File: src/rtl/retire_unit_if.sv
// Bundle between the ROB head window / freddylist and the retirement logic.
// The master drives the ROB head and complete list; the slave (retire_unit) drives the results.
interface retire_unit_if #(
  parameter int N                = 3,
  parameter int PHYS_REG_SZ_R10K = 64,
  parameter int RETIRED_CNT_W    = 32
);
  localparam int NUM_SCALAR_BITS = $clog2(N + 1);
  localparam int PHYS_REG_IDX_W  = $clog2(PHYS_REG_SZ_R10K);

  typedef struct packed {
    logic [PHYS_REG_IDX_W-1:0] T_old;
    logic [PHYS_REG_IDX_W-1:0] T_new;
  } rob_packet_t;

  rob_packet_t [N-1:0]                     rob_outputs;
  logic [NUM_SCALAR_BITS-1:0]              rob_outputs_valid;
  logic [PHYS_REG_SZ_R10K-1:0]             complete_list_exposed;
  logic [NUM_SCALAR_BITS-1:0]              num_retiring;
  logic [N-1:0][PHYS_REG_IDX_W-1:0]        phys_regs_retiring;
  logic [RETIRED_CNT_W-1:0]                retired_count;

  modport master (
    output rob_outputs, rob_outputs_valid, complete_list_exposed,
    input  num_retiring, phys_regs_retiring, retired_count
  );

  modport slave (
    input  rob_outputs, rob_outputs_valid, complete_list_exposed,
    output num_retiring, phys_regs_retiring, retired_count
  );
endinterface

File: src/rtl/retire_unit.sv
// Commit-stage retirement: retires the completed in-order prefix of the ROB head window.
// Optional macro RETIRE_SVA_EN compiles in clocked self-checks of the retire decision.
module retire_unit #(
  parameter int N                = 3,
  parameter int PHYS_REG_SZ_R10K = 64,
  parameter int RETIRED_CNT_W    = 32
) (
  input  logic         clock,
  input  logic         reset,
  retire_unit_if.slave bus
);
  localparam int NSB = $clog2(N + 1);

  logic [NSB-1:0]           valid_eff;
  logic [N-1:0]             entry_complete;
  logic [N-1:0]             entry_retire;
  logic [NSB-1:0]           num_retiring_c;
  logic [RETIRED_CNT_W-1:0] retired_count_q;
  logic [RETIRED_CNT_W-1:0] retired_count_d;

  assign valid_eff = (bus.rob_outputs_valid > NSB'(N)) ? NSB'(N) : bus.rob_outputs_valid;

  // entry_retire is a running AND, so it is always a contiguous prefix mask.
  genvar gi;
  generate
    for (gi = 0; gi < N; gi++) begin : g_entry
      assign entry_complete[gi] = (bus.rob_outputs[gi].T_new == '0) |
                                  bus.complete_list_exposed[bus.rob_outputs[gi].T_new];
      if (gi == 0) begin : g_head
        assign entry_retire[gi] = reset & (valid_eff != '0) & entry_complete[gi];
      end else begin : g_young
        assign entry_retire[gi] = entry_retire[gi-1] & (NSB'(gi) < valid_eff) & entry_complete[gi];
      end
      assign bus.phys_regs_retiring[gi] = entry_retire[gi] ? bus.rob_outputs[gi].T_old : '0;
    end
  endgenerate

  always_comb begin
    num_retiring_c = '0;
    for (int i = 0; i < N; i++) begin
      num_retiring_c = num_retiring_c + NSB'(entry_retire[i]);
    end
  end

  assign bus.num_retiring  = num_retiring_c;
  assign retired_count_d   = retired_count_q + RETIRED_CNT_W'(num_retiring_c);
  assign bus.retired_count = retired_count_q;

  always_ff @(posedge clock) begin
    if (!reset) begin
      retired_count_q <= '0;
    end else begin
      retired_count_q <= retired_count_d;
    end
  end

`ifdef RETIRE_SVA_EN
  logic [RETIRED_CNT_W-1:0] sva_count_q;
  logic [NSB-1:0]           sva_num_q;
  logic                     sva_live_q;

  always_ff @(posedge clock) begin
    sva_count_q <= retired_count_q;
    sva_num_q   <= num_retiring_c;
    sva_live_q  <= reset;
  end

  always @(posedge clock) begin
    if (reset) begin
      assert (num_retiring_c <= valid_eff)
        else $error("retire_unit: num_retiring exceeds valid count at %0t", $time);
      for (int i = 0; i < N; i++) begin
        if (NSB'(i) < num_retiring_c) begin
          assert (entry_complete[i])
            else $error("retire_unit: incomplete entry %0d retired at %0t", i, $time);
          assert (bus.phys_regs_retiring[i] == bus.rob_outputs[i].T_old)
            else $error("retire_unit: slot %0d not T_old at %0t", i, $time);
        end else begin
          assert (bus.phys_regs_retiring[i] == '0)
            else $error("retire_unit: idle slot %0d nonzero at %0t", i, $time);
        end
        if (NSB'(i) == num_retiring_c && NSB'(i) < valid_eff) begin
          assert (!entry_complete[i])
            else $error("retire_unit: complete entry %0d not retired at %0t", i, $time);
        end
      end
      if (sva_live_q) begin
        assert (retired_count_q == sva_count_q + RETIRED_CNT_W'(sva_num_q))
          else $error("retire_unit: retired_count advanced wrongly at %0t", $time);
      end
    end
  end
`else
  // Checking logic is absent in this build; behaviour is unchanged.
`endif
endmodule

File: src/flat_wrapper.sv
// flat-port wrapper written by rule: the top's interface ports become plain ports
module retire_unit_flat 
#(
  parameter int N                = 3,
  parameter int PHYS_REG_SZ_R10K = 64,
  parameter int RETIRED_CNT_W    = 32
)
  (clock, reset, bus_rob_outputs, bus_rob_outputs_valid, bus_complete_list_exposed, bus_num_retiring, bus_phys_regs_retiring, bus_retired_count);
  retire_unit_if #(.N(N), .PHYS_REG_SZ_R10K(PHYS_REG_SZ_R10K), .RETIRED_CNT_W(RETIRED_CNT_W)) bus_i ();
  input  logic clock;
  input  logic reset;
  input wire logic [$bits(bus_i.rob_outputs)-1:0] bus_rob_outputs;
  input wire logic [$bits(bus_i.rob_outputs_valid)-1:0] bus_rob_outputs_valid;
  input wire logic [$bits(bus_i.complete_list_exposed)-1:0] bus_complete_list_exposed;
  output wire logic [$bits(bus_i.num_retiring)-1:0] bus_num_retiring;
  output wire logic [$bits(bus_i.phys_regs_retiring)-1:0] bus_phys_regs_retiring;
  output wire logic [$bits(bus_i.retired_count)-1:0] bus_retired_count;
  assign bus_i.rob_outputs = bus_rob_outputs;
  assign bus_i.rob_outputs_valid = bus_rob_outputs_valid;
  assign bus_i.complete_list_exposed = bus_complete_list_exposed;
  assign bus_num_retiring = bus_i.num_retiring;
  assign bus_phys_regs_retiring = bus_i.phys_regs_retiring;
  assign bus_retired_count = bus_i.retired_count;
  retire_unit #(.N(N), .PHYS_REG_SZ_R10K(PHYS_REG_SZ_R10K), .RETIRED_CNT_W(RETIRED_CNT_W)) u_core (.clock(clock), .reset(reset), .bus(bus_i));
endmodule
File: config.mk
export PLATFORM = sky130hd
export DESIGN_NAME = retire_unit_flat
export DESIGN_NICKNAME = d
export VERILOG_FILES = /design/src/rtl/retire_unit_if.sv /design/src/rtl/retire_unit.sv /design/src/flat_wrapper.sv
export SDC_FILE = /design/constraint.sdc
export NUM_CORES = 1
export LEC_CHECK = 0
export ABC_AREA = 1
export ABC_CLOCK_PERIOD_IN_PS = 4850
export CAP_MARGIN = 20
export CORE_AREA = 3 3 85 87
export CTS_BUF_LIST = sky130_fd_sc_hd__clkbuf_8
export DETAILED_ROUTE_END_ITERATION = 12
export DIE_AREA = 0 0 88 90
export DONT_BUFFER_PORTS = 1
export GPL_TIMING_DRIVEN = 0
export PLACE_DENSITY_LB_ADDON = 0.2
export SYNTH_ARGS = -nofsm -noshare
export SYNTH_HDL_FRONTEND = slang
export SYNTH_SLANG_ARGS = --single-unit
File: constraint.sdc
create_clock -name clock -period 4.85 [get_ports clock]
set_input_delay 0.2425 -clock clock [delete_from_list [all_inputs] [get_ports clock]]
set_output_delay 0.2425 -clock clock [all_outputs]
set_load 0.02 [all_outputs]
==> metrics.md, run 1 <==
| Metric | Value |
|---|---|
| Main combinational cell family by area after synthesis | simple AND/OR/NAND/NOR gates |
| Worst Skew | 0.00511 ns |
| Gr ovfl total | 0 |
| Clock Pin Slew Worst Setup and Hold Paths | 0.07 ns |
| Multiplexer area fraction after synthesis | 0% |
| Postcts setup bufs | 0 |
| Maximum clock path buffer count | 2 |
| HPWL Detailed | 11.7 mm |
| Global-route wire length before repair | 23.8 mm |
| Top FF cell, synth | dfxtp_1 |
| Syn-to-layout area delta | 5.37% |
| Final non-filler cell total | 816 |
| Initial Util | 60.3% |
| CTS root buffer | clkbuf_8 |
| Die Span Y | 90 microns |
| PD cells | 188 nW/um^2 |
| Status | completed |
| Crit-path max FO | 10 |
| Leakage | 0.00191 uW |
| Drc violations | 0 |
| # fillers | 653 |
| Final instance area | 4080 sq um |
| Syn nets | 839 |
| Row count | 29 |
| Final WL | 15.5 mm |
| Port bufs | 0 |
| Min Tclk post-route | 4.51 ns |
| Antenna diodes | 0 |
| Largest net degree at the start of global routing | 12 |
| Final period util | 93.0% |
| Pins Over Slew Limit | 0 |
| Worst Path Required | 5.04 ns |
| TritonCTS clock tree | yes |
| Yosys warns | 0 |
| CP cell instances | clkbuf_1 > inv_1 > nand3_1 > nand3_1 > nand2_1 > nand2_1 > nand3_1 > a21oi_2 > nand2_2 > fa_1 > inv_1 > ha_1 > fa_1 > nand3_1 > nor2_2 > nand2_2 > nor2_2 > nand2_1 > nor2_1 > nand4_1 > nor3_2 > a21oi_1 > o21a_1 |
| Hold WC Path Type | in -> reg |
| WL per Instance | 19.0 microns |
| XOR/XNOR Fraction of Synth Area | 1.36% |
| DP Cell Count | 808 |
| Fin nets | 846 |
| Slowest-stage cell, CP | fa_1 |
| Worst Tran Pin Value | 0.651 ns |
| Max_slew headroom | 56.6% |
| DIE AREA | 7920 sq um |
| Synth Area in Adders | 1.68% |
| Max Cap Viol | 0 |
| Avg Vias per Cell | 6.24 |
| Commonest cells after routing, fill and taps aside | nand2_1, nand3_1, inv_1, nor2_1, a21oi_1 |
| Pre-antenna DRT Iters | 6 |
| Post-synthesis async set-or-reset flop share | 0% |
| Routed Antenna Nets | 0 |
| Core ar. | 6420 sq um |
| Post-cts sizing count | 0 |
| Syn Area/Cell | 5.30 sq um |
| Total CTS buffers | 5 |
| Iteration-0 DRC Markers | 577 |
| Hold-fix buffers at CTS | 0 |
| F_max | 222 MHz |
| Post-synth EDFFs | 0 |
| Tot GR Track Use | 38.1% |
| Final setup violation count | 0 |
| Critical path type | in -> reg |
| H-tree levels | 2 |
| TNS Setup | 0 ns |
| Worst EP arrival | 4.70 ns |
| Placed cell area | 3970 sq um |
| Synth Instances | 731 |
| Post-synthesis cell type count | 34 |
| Crit path launch type | input port |
| Worst path max stage delay | 0.46 ns |
| Synthesized cell area | 3870 sq um |
| Final Hold Fails | 0 |
| Clock sinks | 32 |
| Via count | 5089 |
| Layout cell share with drive strength beyond 1 | 8.53% |
| Crit-path most repeated cell | nand3_1 |
| VDD IR-drop max | 0.192 mV |
| RSZ-0062 raised after global routing | false |
| Vias in the first global route | 4672 |
| Boundary pin count | 156 |
| Seq/Total Area, Yosys | 16.5% |
| Reg-to-reg setup timing slack | 2.24 ns |
| Seq. cell area | 641 sq um |
| Largest register FFs | 32 |
| Compound-Gate Fraction of Synth Area | 11.7% |
| Setup crit end kind | flop |
| #FFs+latches synth | 32 |
| Clk_lat worst skew | 0.29 ns |
| DIE WIDTH | 88 microns |
| Post-Synth Simple-Gate Area | 53.1% |
| Initial antenna violation count | 0 |
| Multi-input gate area | 2630 sq um |
| Final GP Congestion | 1.04 |
| Commonest non-fill, non-tap cell in the layout | nand2_1 |
[worst paths after layout]
path | start | to | cells after the start
worst max-delay path | bus_rob_outputs[14] | u_core.bus.retired_count[28] | 23
worst min-delay path | reset | u_core.bus.retired_count[3] | 2
worst max register to register | u_core.bus.retired_count[0] | u_core.bus.retired_count[28] | 12
worst min register to register | u_core.bus.retired_count[21] | u_core.bus.retired_count[21] | 2
[layer usage]
layer  global-route usage (%)  vias to the layer above  wire length [microns]
met5                        0                        -                      0
met1                     51.9                     2217                   5910
met4                     11.6                        0                    545
met2                     56.3                      449                   6580
li1                         -                     2363                      -
met3                     12.7                       60                   2450
[report_power, final]
group / switching (uW) / total, uW / internal [uW]
combinational: 161 / 240 / 79.0
clock: 107 / 259 / 152
sequential: 4.21 / 269 / 265
[metrics by stage]
| stage | total power, uW | hold slack [ns] | utilization [%] | setup WS (ns) |
|---|---|---|---|---|
| finish | 767 | 0.0941 | 63.5 | 0.341 |
| global placement | 501 | 0.384 | 61.8 | 0.304 |
| detailed placement | 505 | 0.389 | 61.8 | 0.266 |
| CTS | 759 | 0.0917 | 63.5 | 0.546 |
| floorplan | 449 | 0.381 | - | 1.22 |
| global route | 802 | 0.0957 | 63.5 | 0.0779 |
[logic make-up after synthesis]
| kind of cell | after synthesis |
|---|---|
| and+or+nand+nor | 469 |
| buffers and inverters | 133 |
| AOI/OAI and AO/OA | 87 |
| DFF | 32 |
| xor gates and xnor gates | 6 |
| adders and majority gates | 4 |
[critical path: cells and delay by family]
kind / cells / cell delay (ns)
buffers and inverters: 3 / 0.93
and+or+nand+nor: 14 / 2.16
AOI/OAI and AO/OA: 3 / 0.44
adders and majority gates: 3 / 0.92
[cell usage after synthesis (4+ instances only)]
master | n | area, sq um
a21oi_1 | 51 | 255
buf_2 | 11 | 55.1
buf_4 | 15 | 113
buf_6 | 4 | 45.0
clkbuf_1 | 5 | 18.8
dfxtp_1 | 32 | 641
inv_1 | 91 | 342
inv_2 | 4 | 15.0
nand2_1 | 229 | 860
nand3_1 | 150 | 751
nand4_1 | 7 | 43.8
nor2_1 | 52 | 195
nor2_2 | 7 | 43.8
nor3_1 | 10 | 50.1
o21ai_0 | 29 | 145
or2_2 | 4 | 25.0
xnor2_1 | 4 | 35.0
[cell type report]
type                    instances  share of cell area [%]
inverters                      97                    9.05
well taps                      77                    2.36
clock buffers                   5                    1.69
plain buffers                  36                    5.77
clock inverters                 3                    1.04
flip-flops and latches         32                    15.7
multi-input cells             566                    64.4
(Power assumes the default switching activity.)
==> run 2: changes to the inputs <==
==> constraint.sdc (replaced) <==
create_clock -name clock -period 4.85 [get_ports clock]
set_input_delay 1.2125 -clock clock [delete_from_list [all_inputs] [get_ports clock]]
set_output_delay 1.2125 -clock clock [all_outputs]
set_load 0.02 [all_outputs]
==> run 2 against run 1 <==
Effect of this change: combinational power up 7%; first-iteration DRC count up 19%; global-route usage up 0.63 points; critical endpoint unchanged; worst hold slack better by 0.49 ns; sequential cell count is the same; worst setup slack worse by 0.29 ns; clock power about the same; wire length up 2.4%.
==> metrics.md, run 2 (synthesis gave the netlist of run 1 again) <==
| Metric | Value |
|---|---|
| Maximum clock path buffer count | 2 (unchanged) |
| Final GP Congestion | 1.04 (unchanged) |
| Crit-path max FO | 10 (unchanged) |
| Vias in the first global route | 4752 (+1.7%) |
| F_max | 208 MHz (-6.1%) |
| DIE AREA | 7920 sq um (unchanged) |
| RSZ-0062 raised after global routing | true |
| H-tree levels | 2 (unchanged) |
| Grt met3 use | 12.8% (+0.091 points) |
| Commonest non-fill, non-tap cell in the layout | nand2_1 |
| Worst Path Required | 5.09 ns (+0.05 ns) |
| Tot GR Track Use | 38.7% (+0.63 points) |
| Worst EP arrival | 5.04 ns (+0.34 ns) |
| Global-route wire length before repair | 24.1 mm (+1.4%) |
| Hold-fix buffers at CTS | 0 (unchanged) |
| PD cells | 181 nW/um^2 (-3.7%) |
| Core ar. | 6420 sq um (unchanged) |
| Crit-path most repeated cell | nor2_4 |
| Clock Pin Slew Worst Setup and Hold Paths | 0.07 ns (about the same) |
| Crit path launch | bus_rob_outputs[0] |
| Final non-filler cell total | 825 (+1.1%) |
| Slowest-stage cell, CP | fa_1 |
| # fillers | 615 (-5.8%) |
| Min Tclk post-route | 4.80 ns (+0.292 ns) |
| Worst Tran Pin Value | 0.647 ns (-0.00400 ns) |
| Pre-antenna DRT Iters | 5 (-1) |
| Gr ovfl total | 0 (unchanged) |
| Total CTS buffers | 5 (unchanged) |
| Die Span Y | 90 microns (unchanged) |
| Status | completed |
| Largest net degree at the start of global routing | 12 (unchanged) |
| Max_slew headroom | 56.5% (-0.065 points) |
| Gr busiest metal | met2 |
| Avg Vias per Cell | 6.28 (+0.74%) |
| Critical path's top delay family | simple AND/OR/NAND/NOR gates |
| Final Hold Fails | 0 (unchanged) |
| Row count | 29 (unchanged) |
| Routed Antenna Nets | 0 (unchanged) |
| Max Cap Viol | 0 (unchanged) |
| Crit path launch type | input port |
| CP bufs+invs | 5 (+2) |
| Syn-to-layout area delta | 11.9% |
| Drc violations | 0 (unchanged) |
| TNS Setup | 0 ns (unchanged) |
| Final instance area | 4330 sq um (+6.2%) |
| Clk_lat worst skew | 0.29 ns (about the same) |
| Pins Over Slew Limit | 0 (unchanged) |
| Final setup violation count | 0 (unchanged) |
| Clock sinks | 32 (unchanged) |
| Antenna diodes | 0 (unchanged) |
| Routing usage on met2 | 57.6% (+1.3 points) |
| CP endpoint | u_core.bus.retired_count[28] |
| Met1 GRT Util | 52.3% (+0.39 points) |
| VDD IR-drop max | 0.186 mV (-3.0%) |
| Final WL | 15.8 mm (+2.4%) |
| Boundary pin count | 156 (unchanged) |
| R2r worst-path depth | 12 (unchanged) |
| Commonest cells after routing, fill and taps aside | nand2_1, nand3_1, inv_1, a21oi_1, nor2_1 |
| Worst Skew | 0.00229 ns (-0.00282 ns) |
| Final period util | 99.0% (+6.0 points) |
| DP Cell Count | 808 (unchanged) |
| HPWL Detailed | 11.7 mm (unchanged) |
| DIE WIDTH | 88 microns (unchanged) |
| WL per Instance | 19.2 microns (+1.3%) |
| CTS root buffer | clkbuf_8 |
| Port bufs | 0 (unchanged) |
| Levels on crit path | 26 (+13%) |
| Worst path max stage delay | 0.48 ns (+0.02 ns) |
| Layout cell share with drive strength beyond 1 | 12.7% (+4.2 points) |
| Leakage | 0.00202 uW (+5.7%) |
| Fin nets | 855 (+1.1%) |
| Reg-to-reg setup timing slack | 2.48 ns (+0.24 ns) |
| Critical path type | in -> reg |
| FF-to-FF End | u_core.bus.retired_count[28] |
| Largest register FFs | 32 (unchanged) |
| Via count | 5183 (+1.8%) |
| RR Startpoint | u_core.bus.retired_count[0] |
| Placed cell area | 3970 sq um (unchanged) |
| Final Hold Slack | 0.584 ns (+0.490 ns) |
| Hold WC Path Type | reg -> reg |
| TritonCTS clock tree | yes |
| Iteration-0 DRC Markers | 689 (+19%) |
| Initial antenna violation count | 0 (unchanged) |
| Setup crit end kind | flop |
| Initial Util | 60.3% (unchanged) |
run 2: area by class of cell:
| cell class | instances | area [sq um] | area share, % |
|---|---|---|---|
| Buffer | 36 | 278 | 6.41 |
| Clock buffer | 5 | 68.8 | 1.59 |
| Clock inverter | 3 | 42.5 | 0.982 |
| Inverter | 97 | 377 | 8.69 |
| Multi-Input combinational cell | 566 | 2750 | 63.5 |
| Sequential cell | 32 | 641 | 14.8 |
| Tap cell | 77 | 96.3 | 2.22 |
| Timing Repair Buffer | 9 | 80.1 | 1.85 |
run 2: worst min-delay path by stage:
stage,startpoint,endpoint,slack [ns],depth (start not counted)
3_3_place_gp,u_core.bus.retired_count[21],u_core.bus.retired_count[21],0.57,2
6_report,u_core.bus.retired_count[21],u_core.bus.retired_count[21],0.58,2
4_1_cts,u_core.bus.retired_count[21],u_core.bus.retired_count[21],0.58,2
5_1_grt,u_core.bus.retired_count[21],u_core.bus.retired_count[21],0.62,2
2_1_floorplan,u_core.bus.retired_count[21],u_core.bus.retired_count[21],0.54,2
3_5_place_dp,u_core.bus.retired_count[21],u_core.bus.retired_count[21],0.57,2
run 2: layer usage:
layer / share of wire, % / up-vias
li1: - / 2387
met1: 37 / 2273
met2: 43 / 458
met3: 16 / 65
met4: 3.9 / 0
met5: 0 / -
run 2: timing repair:
| item | in CTS | in global routing |
|---|---|---|
| endpoints found under the hold margin | 0 | 0 |
| gates resized for setup | 21 | 38 |
| buffers inserted | 3 | 6 |
| setup endpoints to repair | 13 | 15 |
| pin swaps | 4 | 11 |
run 2: stage by stage:
step	setup slack (ns)	total power, uW	util (%)
global route	-0.102	821	67.5
global placement	-0.666	501	61.8
floorplan	0.251	449	-
finish	0.0493	785	67.5
detailed placement	-0.704	505	61.8
CTS	0.0325	768	65.1
run 2: where the power goes:
part	switching [uW]	internal, uW	total [uW]
combinational	168	88.9	257
clock	106	152	258
sequential	4.96	265	270
run 2: worst reg2reg max path, cell delays in order, from the launching register on:
cell	delay, ns
dfxtp_1	0.50
ha_4	0.20
fa_2	0.24
nand3_4	0.11
nor2_4	0.17
nand2_4	0.09
nor2_4	0.16
nand2_4	0.08
nor2_4	0.09
nand4_1	0.17
nor3_2	0.26
buf_4	0.16
o21a_1	0.09
==> run 3: changes to the inputs <==
- GPL_ROUTABILITY_DRIVEN: unset -> 0
- REMOVE_ABC_BUFFERS: unset -> 1
==> run 3 against run 2 <==
Effect of this change: cell area decreased by 8.4%; largest power group unchanged; combinational power decreased by 28%; core utilization decreased by 5.6 points; critical path type unchanged; clock-buffer cell count unchanged; critical path depth decreased by 2; via count decreased by 8.5%; worst setup slack improved by 0.19 ns; worst hold slack improved by 0.011 ns; non-clock buffer count decreased by 39; die area unchanged; global-route usage decreased by 7.3 points; sequential cell count unchanged.
==> metrics.md, run 3 (synthesis gave the netlist of run 1 again) <==
| Metric | Value |
|---|---|
| Status | completed |
| DIE WIDTH | 88 microns (unchanged) |
| Antenna diodes | 0 (unchanged) |
| Final Hold Fails | 0 (unchanged) |
| Final period util | 95.0% (-4.0 points) |
| Slowest-stage cell, CP | fa_1 |
| Drc violations | 0 (unchanged) |
| HPWL Detailed | 9.29 mm (-21%) |
| Pre-antenna DRT Iters | 6 (+1) |
| Vias in the first global route | 4221 (-11%) |
| Crit-path max FO | 17 (+7) |
| Routed Antenna Nets | 0 (unchanged) |
| # fillers | 612 (-0.49%) |
| Worst Path Required | 5.04 ns (-0.05 ns) |
| Worst EP arrival | 4.80 ns (-0.24 ns) |
| Final worst slack | 0.243 ns (+0.193 ns) |
| VDD IR-drop max | 0.108 mV (-42%) |
| Iteration-0 DRC Markers | 480 (-30%) |
| Worst Tran Pin Value | 0.630 ns (-0.0172 ns) |
| Net Switching | 223 uW (-20%) |
| Hold-fix buffers at CTS | 0 (unchanged) |
| DP Cell Count | 772 (-4.5%) |
| Largest register FFs | 32 (unchanged) |
| Sequential Power Share | 37.9% (+3.5 points) |
| Row count | 29 (unchanged) |
| Core ar. | 6420 sq um (unchanged) |
| Final setup violation count | 0 (unchanged) |
| Global-route wire length before repair | 20.3 mm (-16%) |
| Total CTS buffers | 5 (unchanged) |
| Max_slew headroom | 58.0% (+1.4 points) |
| Reg-to-reg setup timing slack | 2.47 ns (about the same) |
| Syn-to-layout area delta | 2.55% |
| Commonest non-fill, non-tap cell in the layout | nand2_1 |
| Final WL | 12.9 mm (-19%) |
| Avg Vias per Cell | 6.03 (-4.0%) |
| H-tree levels | 2 (unchanged) |
| Internal | 487 uW (-3.7%) |
| Layout cell share with drive strength beyond 1 | 6.77% (-5.9 points) |
| Sw Share | 31.4% (-4.2 points) |
| Port bufs | 0 (unchanged) |
| DIE AREA | 7920 sq um (unchanged) |
| Commonest cells after routing, fill and taps aside | nand2_1, nand3_1, inv_1, nor2_1, a21oi_1 |
| CP cell instances | inv_4 > nand3_1 > nand2_1 > nand2_1 > nand3_1 > nand3_1 > a21oi_2 > nor2_2 > nor2_4 > nand3_4 > fa_1 > inv_2 > ha_2 > fa_2 > nand3_2 > nor2_4 > nand2_2 > nor2_4 > nand2_1 > nor2_2 > nand4_1 > nor3_2 > a21oi_1 > o21a_1 |
| Boundary pin count | 156 (unchanged) |
| Hold WC Path Type | reg -> reg |
| WL per Instance | 16.4 microns (-15%) |
| Max Cap Viol | 0 (unchanged) |
| Clock sinks | 32 (unchanged) |
| Dpl ws | -0.360 ns (+0.344 ns) |
| Maximum clock path buffer count | 2 (unchanged) |
| Initial Util | 60.3% (unchanged) |
| Pins Over Slew Limit | 0 (unchanged) |
| Combinational Power Share | 26.2% (-6.5 points) |
| Die Span Y | 90 microns (unchanged) |
| Leakage | 0.00180 uW (-11%) |
| Min Tclk post-route | 4.61 ns (-0.193 ns) |
| Clock group share of total power | 35.9% (+3.0 points) |
| F_max | 217 MHz (+4.2%) |
| Gr ovfl total | 0 (unchanged) |
| TritonCTS clock tree | yes |
| Worst path max stage delay | 0.45 ns (-0.03 ns) |
| Crit path launch type | input port |
| Final non-filler cell total | 786 (-4.7%) |
| CTS root buffer | clkbuf_8 |
| PD cells | 179 nW/um^2 (-1.3%) |
| Clk_lat worst skew | 0.29 ns (about the same) |
| Fin nets | 816 (-4.6%) |
| Via count | 4740 (-8.5%) |
| Initial antenna violation count | 0 (unchanged) |
| Setup crit end kind | flop |
| Worst Skew | 0.0110 ns (+0.00867 ns) |
| Tot GR Track Use | 31.4% (-7.3 points) |
| Critical path's top delay family | simple AND/OR/NAND/NOR gates |
| CP bufs+invs | 2 (-3) |
| Final instance area | 3970 sq um (-8.4%) |
| Critical path type | in -> reg |
| Placed cell area | 3730 sq um (-5.9%) |
| Clock Pin Slew Worst Setup and Hold Paths | 0.07 ns (about the same) |
| Largest net degree at the start of global routing | 46 (+34) |
## run 3: cell types whose count changed in the layout (fill, tap and decap cells not counted), sizes merged
cell / previous run / this run
buf: 37 / 6
clkbuf: 13 / 5
inv: 97 / 95
clkinv: 1 / 2
clkinvlp: 1 / 2
## run 3: worst reg2reg max path, stage by stage, from the launching register on
cell     delay (ns)
dfxtp_1        0.46
ha_2           0.24
fa_2           0.23
nand3_2        0.13
nor2_4         0.17
nand2_2        0.09
nor2_4         0.11
nand2_1        0.11
nor2_2         0.13
nand4_1        0.17
nor3_2         0.24
a21oi_1        0.09
o21a_1         0.13
## run 3: metrics by stage
step | util [%] | power, uW | hold WS (ns) | TNS, ns
3_3_place_gp | 58.1 | 444 | 0.573 | -1.58
2_1_floorplan | - | 415 | 0.543 | 0
5_1_grt | 61.8 | 751 | 0.624 | -0.00132
3_5_place_dp | 58.1 | 448 | 0.580 | -1.91
6_report | 61.8 | 710 | 0.596 | 0
4_1_cts | 59.9 | 700 | 0.590 | 0
## run 3: cell type report
cell class	count	area (sq um)	area share [%]
multi-input combinational	566	2670	67.3
sequential	32	641	16.1
inverter	97	393	9.90
tap	77	96.3	2.43
clock buffer	5	68.8	1.73
timing repair buffer	6	57.6	1.45
clock inverter	3	42.5	1.07
## run 3: metal layers
metal	global-route usage, %	vias to the layer above	wire length, microns
met2	47.5	326	5730
met1	41.9	2079	4980
li1	-	2299	-
met5	0	-	0
met4	10.5	0	330
met3	9.69	36	1840
## run 3: power groups by stage
stage	logic (uW)	registers [uW]	clock network, uW
3_5_place_dp	173	275	0
5_1_grt	212	269	270
4_1_cts	174	269	257
6_report	186	269	254
3_3_place_gp	169	275	0
2_1_floorplan	141	275	0
## run 3: what timing repair did
item,CTS,global route
gates resized for setup,1,22
pin swaps,0,6
buffers inserted,0,6
endpoints found under the setup margin,3,15
## run 3: worst paths after layout
path                                startpoint                           end  cells past startpoint
setup reg to reg   u_core.bus.retired_count[0]  u_core.bus.retired_count[28]                     12
setup / recovery            bus_rob_outputs[1]  u_core.bus.retired_count[28]                     24
hold reg to reg   u_core.bus.retired_count[25]  u_core.bus.retired_count[25]                      2
hold / removal    u_core.bus.retired_count[25]  u_core.bus.retired_count[25]                      2
